===== config.mk =====
export PLATFORM = sky130hd
export DESIGN_NAME = fpr_file_sb
export DESIGN_NICKNAME = d
export VERILOG_FILES = /design/src/rtl/fpu_pkg.sv /design/src/rtl/fpr_scoreboard.sv /design/src/rtl/fpr_file_sb.sv
export SDC_FILE = /design/constraint.sdc
export NUM_CORES = 2
export LEC_CHECK = 0
export BUFFER_PORTS_ARGS = -buffer_cell sky130_fd_sc_hd__buf_2
export CORE_AREA = 2 2 386 388
export CTS_CLUSTER_SIZE = 10
export DETAILED_ROUTE_END_ITERATION = 10
export DIE_AREA = 0 0 388 390
export GPL_TIMING_DRIVEN = 0
export MAX_ROUTING_LAYER = met4
export PLACE_DENSITY = 0.68
export SKIP_CTS_REPAIR_TIMING = 1
export SYNTH_ARGS = -nofsm -noshare
export SYNTH_HDL_FRONTEND = slang
export SYNTH_SLANG_ARGS = --single-unit

===== constraint.sdc =====
create_clock -name clk -period 5.3 [get_ports clk]
set_input_delay 0.265 -clock clk [delete_from_list [all_inputs] [get_ports clk]]
set_output_delay 0.265 -clock clk [all_outputs]
set_load 0.01 [all_outputs]

===== src/rtl/fpu_pkg.sv =====
`default_nettype none
// ============================================================================
//  Module   : fpu_pkg
//  Brief    : Shared constants, types and helpers for the FP register file.
//  Revision : 1.0  initial release
// ============================================================================
package fpu_pkg;

    localparam int FLEN       = 32;
    localparam int FREG_N     = 32;
    localparam int FREG_AW    = 5;
    // Upper bound on write ports handled by the forwarding helper.
    localparam int FPR_MAX_WR = 8;

    typedef logic [FREG_AW-1:0] freg_idx_t;

    // Returns the highest-index set bit of a write-port hit vector, which
    // mirrors the array write priority (higher port index wins).
    function automatic int fpr_bypass_sel(input logic [FPR_MAX_WR-1:0] hits);
        int sel;
        sel = 0;
        for (int j = 0; j < FPR_MAX_WR; j++) begin
            if (hits[j]) begin
                sel = j;
            end
        end
        return sel;
    endfunction

endpackage
`default_nettype wire


===== src/rtl/fpr_scoreboard.sv =====
`default_nettype none
// ============================================================================
//  Module   : fpr_scoreboard
//  Brief    : Per-register busy scoreboard for multi-cycle FPU ops. Issue
//             sets a bit, qualified writeback clears it; set wins over a
//             same-cycle clear. Lookups use registered state only.
//  Revision : 1.0  initial release
// ============================================================================
module fpr_scoreboard
    import fpu_pkg::*;
#(
    parameter int NREG = FREG_N,
    parameter int AW   = $clog2(NREG),
    parameter int NRD  = 3,
    parameter int NWR  = 2
) (
    input  logic              clk,
    input  logic              rst,
    input  logic [NRD*AW-1:0] raddr,
    output logic [NRD-1:0]    rbusy,
    input  logic [NWR-1:0]    we,
    input  logic [NWR*AW-1:0] waddr,
    input  logic [NWR-1:0]    wclr,
    input  logic              iss_valid,
    input  logic [AW-1:0]     iss_rd,
    output logic              iss_ready,
    output logic [NREG-1:0]   busy_vec
);

    logic [NREG-1:0] r_busy;
    logic [NREG-1:0] w_clr;
    logic [NREG-1:0] w_set;
    logic            w_fire;

    assign iss_ready = ~r_busy[iss_rd];
    assign w_fire    = iss_valid & iss_ready;
    assign busy_vec  = r_busy;

    // Decode clear and set masks from writeback ports and the issue port.
    always_comb begin
        w_clr = '0;
        w_set = '0;
        for (int j = 0; j < NWR; j++) begin
            if (we[j] && wclr[j]) begin
                w_clr[waddr[j*AW +: AW]] = 1'b1;
            end
        end
        if (w_fire) begin
            w_set[iss_rd] = 1'b1;
        end
    end

    // Busy lookup for each read port from the registered state.
    generate
        for (genvar i = 0; i < NRD; i++) begin : g_rbusy
            assign rbusy[i] = r_busy[raddr[i*AW +: AW]];
        end
    endgenerate

    // Busy state update: clear first, then set so that a new issue wins.
    always_ff @(posedge clk) begin
        if (rst) begin
            r_busy <= '0;
        end else begin
            r_busy <= (r_busy & ~w_clr) | w_set;
        end
    end

endmodule
`default_nettype wire


===== src/rtl/fpr_file_sb.sv =====
`default_nettype none
// ============================================================================
//  Module   : fpr_file_sb
//  Brief    : FP register file, NRD synchronous read ports, NWR write ports
//             (higher index = higher priority), with busy scoreboard.
//             Optional macro FPR_BYPASS_EN enables same-cycle write-to-read
//             forwarding; without it reads return the pre-write value.
//  Revision : 1.0  initial release
// ============================================================================
module fpr_file_sb
    import fpu_pkg::*;
#(
    parameter int XLEN = FLEN,
    parameter int NREG = FREG_N,
    parameter int AW   = $clog2(NREG),
    parameter int NRD  = 3,
    parameter int NWR  = 2
) (
    input  logic                clk,
    input  logic                rst,
    input  logic [NRD*AW-1:0]   raddr,
    output logic [NRD*XLEN-1:0] rdata,
    output logic [NRD-1:0]      rbusy,
    input  logic [NWR-1:0]      we,
    input  logic [NWR*AW-1:0]   waddr,
    input  logic [NWR*XLEN-1:0] wdata,
    input  logic [NWR-1:0]      wclr,
    input  logic                iss_valid,
    input  logic [AW-1:0]       iss_rd,
    output logic                iss_ready,
    output logic [NREG-1:0]     busy_vec
);

    // Storage is deliberately not reset; contents are undefined until written.
    logic [XLEN-1:0]     r_mem [NREG];
    logic [NRD*XLEN-1:0] r_rdata;
    logic [NRD*XLEN-1:0] w_rd_next;
`ifdef FPR_BYPASS_EN
    logic [FPR_MAX_WR-1:0] w_hit;
`endif

    assign rdata = r_rdata;

    // Array write; later (higher-index) ports overwrite earlier ones.
    always_ff @(posedge clk) begin
        if (!rst) begin
            for (int j = 0; j < NWR; j++) begin
                if (we[j]) begin
                    r_mem[waddr[j*AW +: AW]] <= wdata[j*XLEN +: XLEN];
                end
            end
        end
    end

    // Next read data per port: array value, optionally forwarded from writes.
    always_comb begin
        w_rd_next = '0;
`ifdef FPR_BYPASS_EN
        w_hit = '0;
`endif
        for (int i = 0; i < NRD; i++) begin
            w_rd_next[i*XLEN +: XLEN] = r_mem[raddr[i*AW +: AW]];
`ifdef FPR_BYPASS_EN
            w_hit = '0;
            for (int j = 0; j < NWR; j++) begin
                w_hit[j] = we[j] && (waddr[j*AW +: AW] == raddr[i*AW +: AW]);
            end
            if (|w_hit) begin
                w_rd_next[i*XLEN +: XLEN] = wdata[fpr_bypass_sel(w_hit)*XLEN +: XLEN];
            end
`endif
        end
    end

    // Registered read ports; held at zero while in reset.
    always_ff @(posedge clk) begin
        if (rst) begin
            r_rdata <= '0;
        end else begin
            r_rdata <= w_rd_next;
        end
    end

    fpr_scoreboard #(
        .NREG (NREG),
        .AW   (AW),
        .NRD  (NRD),
        .NWR  (NWR)
    ) u_sb (
        .clk       (clk),
        .rst       (rst),
        .raddr     (raddr),
        .rbusy     (rbusy),
        .we        (we),
        .waddr     (waddr),
        .wclr      (wclr),
        .iss_valid (iss_valid),
        .iss_rd    (iss_rd),
        .iss_ready (iss_ready),
        .busy_vec  (busy_vec)
    );

endmodule
`default_nettype wire


==> results.toml <==
[floorplan]
floorplan.core_area_mm2 = 0.147
rows = 141
floorplan.die.width_um = 388
design.portCount = 233
die-height_um = 390
effective_utilization_at_floorplan_pct = 49.7
fp.dieArea_mm2 = 0.151

[finish]
most_common_cell_after_layout_fill_and_taps_aside = "edfxtp_1"
layout_common_cells = "edfxtp_1 (1024), mux2_2 (1012), mux4_2 (699)"
stdcell_count = 7179
post-route-util_pct = 56.4
net_count_reported_at_finish = 5236
syn2layout_area_growth_pct = 13.5
post_route_cells_drive_above_1_share_pct = 47.4

[status]
status = "finished with violations"
violated_checks = "max-capacitance violations, max-slew violations"

[worst_setup_path]
path_cells = "buf_2 -> buf_4 -> nor2_1 -> clkbuf_1 -> a221oi_1 -> o21ai_1 -> a32oi_1 -> buf_2"
critPathArrivalTime_ns = 3.48
critical_path_class = "primary input to output pin"
end_kind = "output pin"
crit_path_top_delay_cell = "nor2_1"
startpoint_type = "primary input"
reg2reg_slack_ns = 3.01
path_delay_family = "buffers and inverters"
critPathBufInv = 4
critical-path-top-cell-by-count = "buf_2"
crit_path_max_fanout = 10
required_ns = 5.04
cp_slowest_stage_delay_ns = 1.03

[synth]
post_synthesis_async_set_or_reset_flop_share_pct = 0
seq_area_frac_synth_pct = 45.6
synthDominantAreaCellType = "edfxtp_1"
yosys.cell_types.count = 58
count_of_flip_flops_with_a_built_in_enable_after_synthesis = 1024
yosys_register_bits = 1152
number_of_instances_in_the_synthesized_netlist = 4669
mappedNetlistNets = 4770
average_footprint_of_a_synthesized_cell_um2 = 15.7
synth-main-ff-cell = "edfxtp_1"
ys_warn_count = 0
syn-cell-area_mm2 = 0.0731
synth.area.top_cells = "edfxtp_1 (42%), mux4_2 (22%), mux2_2 (16%)"
netlist.area_leader.share_pct = 42.1

[power_and_ir_drop]
cellLeakagePower_nw = 28.0
power-per-cell-area_mw_per_mm2 = 281
vdd_ir_drop_max_mv = 0.291

[global_routing]
grt_util_all_layers_pct = 48.7
grt-ovfl-total = 0
grt_max_degree = 21
grt_pass1_wl_um = 475000
antenna_found_initial = 37
vias_in_the_first_global_route = 53600

[routing]
post_drt_via_cell_ratio = 7.96
antenna_violating_nets_post_route = 0
highest-signal-layer = "met4"
drtIter0Drc = 11900
via_count_of_the_routed_design = 57200
first_pass_drt_iterations = 10
met1_length_um = 127000
dr_wl_met3_um = 63100
wire_per_inst_um = 50.7
drc = 0
met2_wirelength_um = 149000
postRouteWirelength_um = 364000

[timing]
worst-slew-pin-transition_ns = 1.58
finalWorstSetupSlack_ns = 1.55
clock_skew_ns = 0.0211
fin_hold_ws_ns = 0.0140
finalSetupTns_ns = 0
rsz0062_at_grt = "false"
fmax_mhz = 267
min_period_over_period_pct = 70.7
max_slew_margin_pct = -5.14
timing.final.crit_period_ns = 3.75
timing.final.setup_violations = 0
hold_viol_final = 0
final-max-slew-violation-count = 32

[cts]
cts_buffer_depth = 3
cts-buffers-inserted = 142
clk_latency_ns = 0.83
clock_tree.htree_level_count = 4
cts-root-buf = "clkbuf_16"
cts.sink_count = 1152
cts_tree = "done"
clock_edge_transition_at_the_registers_on_the_reported_setup_and_hold_paths_ns = 0.06

[placement]
dp_worst_setup_slack_ns = 1.35
place.detailed.hpwl_um = 268000
globalplace.congestion = 1.06
portBuffers = 211
numPlacedInstances = 6869

[flow_run]
maxCapViolCount = 7

[worst_hold_path]
hold_class = "primary input to flop"
cells in the mapped netlist (all sizes together), types with 96 or more instances:
master / n
mux2i: 394
buf: 275
clkbuf: 356
mux2: 1027
mux4: 700
a221o: 96
a31oi: 96
dfxtp: 128
o21ai: 143
a22oi: 96
edfxtp: 1024
a221oi: 99
final cells by class:
cell class / count / area (um2)
antenna: 24 / 60.1
buffer: 631 / 3200
tap: 1930 / 2410
timing repair buffer: 322 / 2830
clock buffer: 206 / 3960
clock inverter: 28 / 246
fill: 11800 / 64100
inverter: 19 / 71.3
multi-input combinational: 2867 / 36900
sequential: 1152 / 33300
sequential cells by signal, indices dropped and copies added, names as in the netlist:
register,cells
rdata,96
r_mem,1024
u_sb.busy_vec,32
where the power goes:
group	total, mW	internal, mW	switching [mW]	leakage (nW)
combinational	3.78	1.38	2.40	15.6
clock	9.37	5.22	4.15	2.04
sequential	10.2	10.1	0.102	10.3
cell families after synthesis:
kind of cell,after synthesis,share of synthesized area (%)
and+or+nand+nor,149,1.18
AOI/OAI and AO/OA,597,6.00
DFF,1152,45.6
muxes,2121,42.8
buffers and inverters,650,4.47
stage by stage:
stage          cell area [um2]  power [mW]
2_1_floorplan            73100        12.3
3_3_place_gp             76600        13.8
3_5_place_dp             78200        13.9
4_1_cts                  82400        22.9
5_1_grt                  83000        23.5
6_report                 83000        23.3
layer usage:
metal / GRT usage (%) / up-vias
li1: - / 20500
met1: 59.6 / 29200
met2: 65.6 / 5983
met3: 23.7 / 1420
met4: 26.6 / 0
met5: - / -
path summary, 6_finish.rpt:
| path | startpoint | to | cells past startpoint |
|---|---|---|---|
| worst max-delay path | raddr[5] | rbusy[1] | 8 |
| worst max register to register | u_sb.busy_vec[18] | u_sb.busy_vec[16] | 4 |
| worst min-delay path | wdata[55] | r_mem[31][23] | 2 |
| worst min register to register | u_sb.busy_vec[7] | u_sb.busy_vec[7] | 2 |
Power figures use the tool's default switching activity.
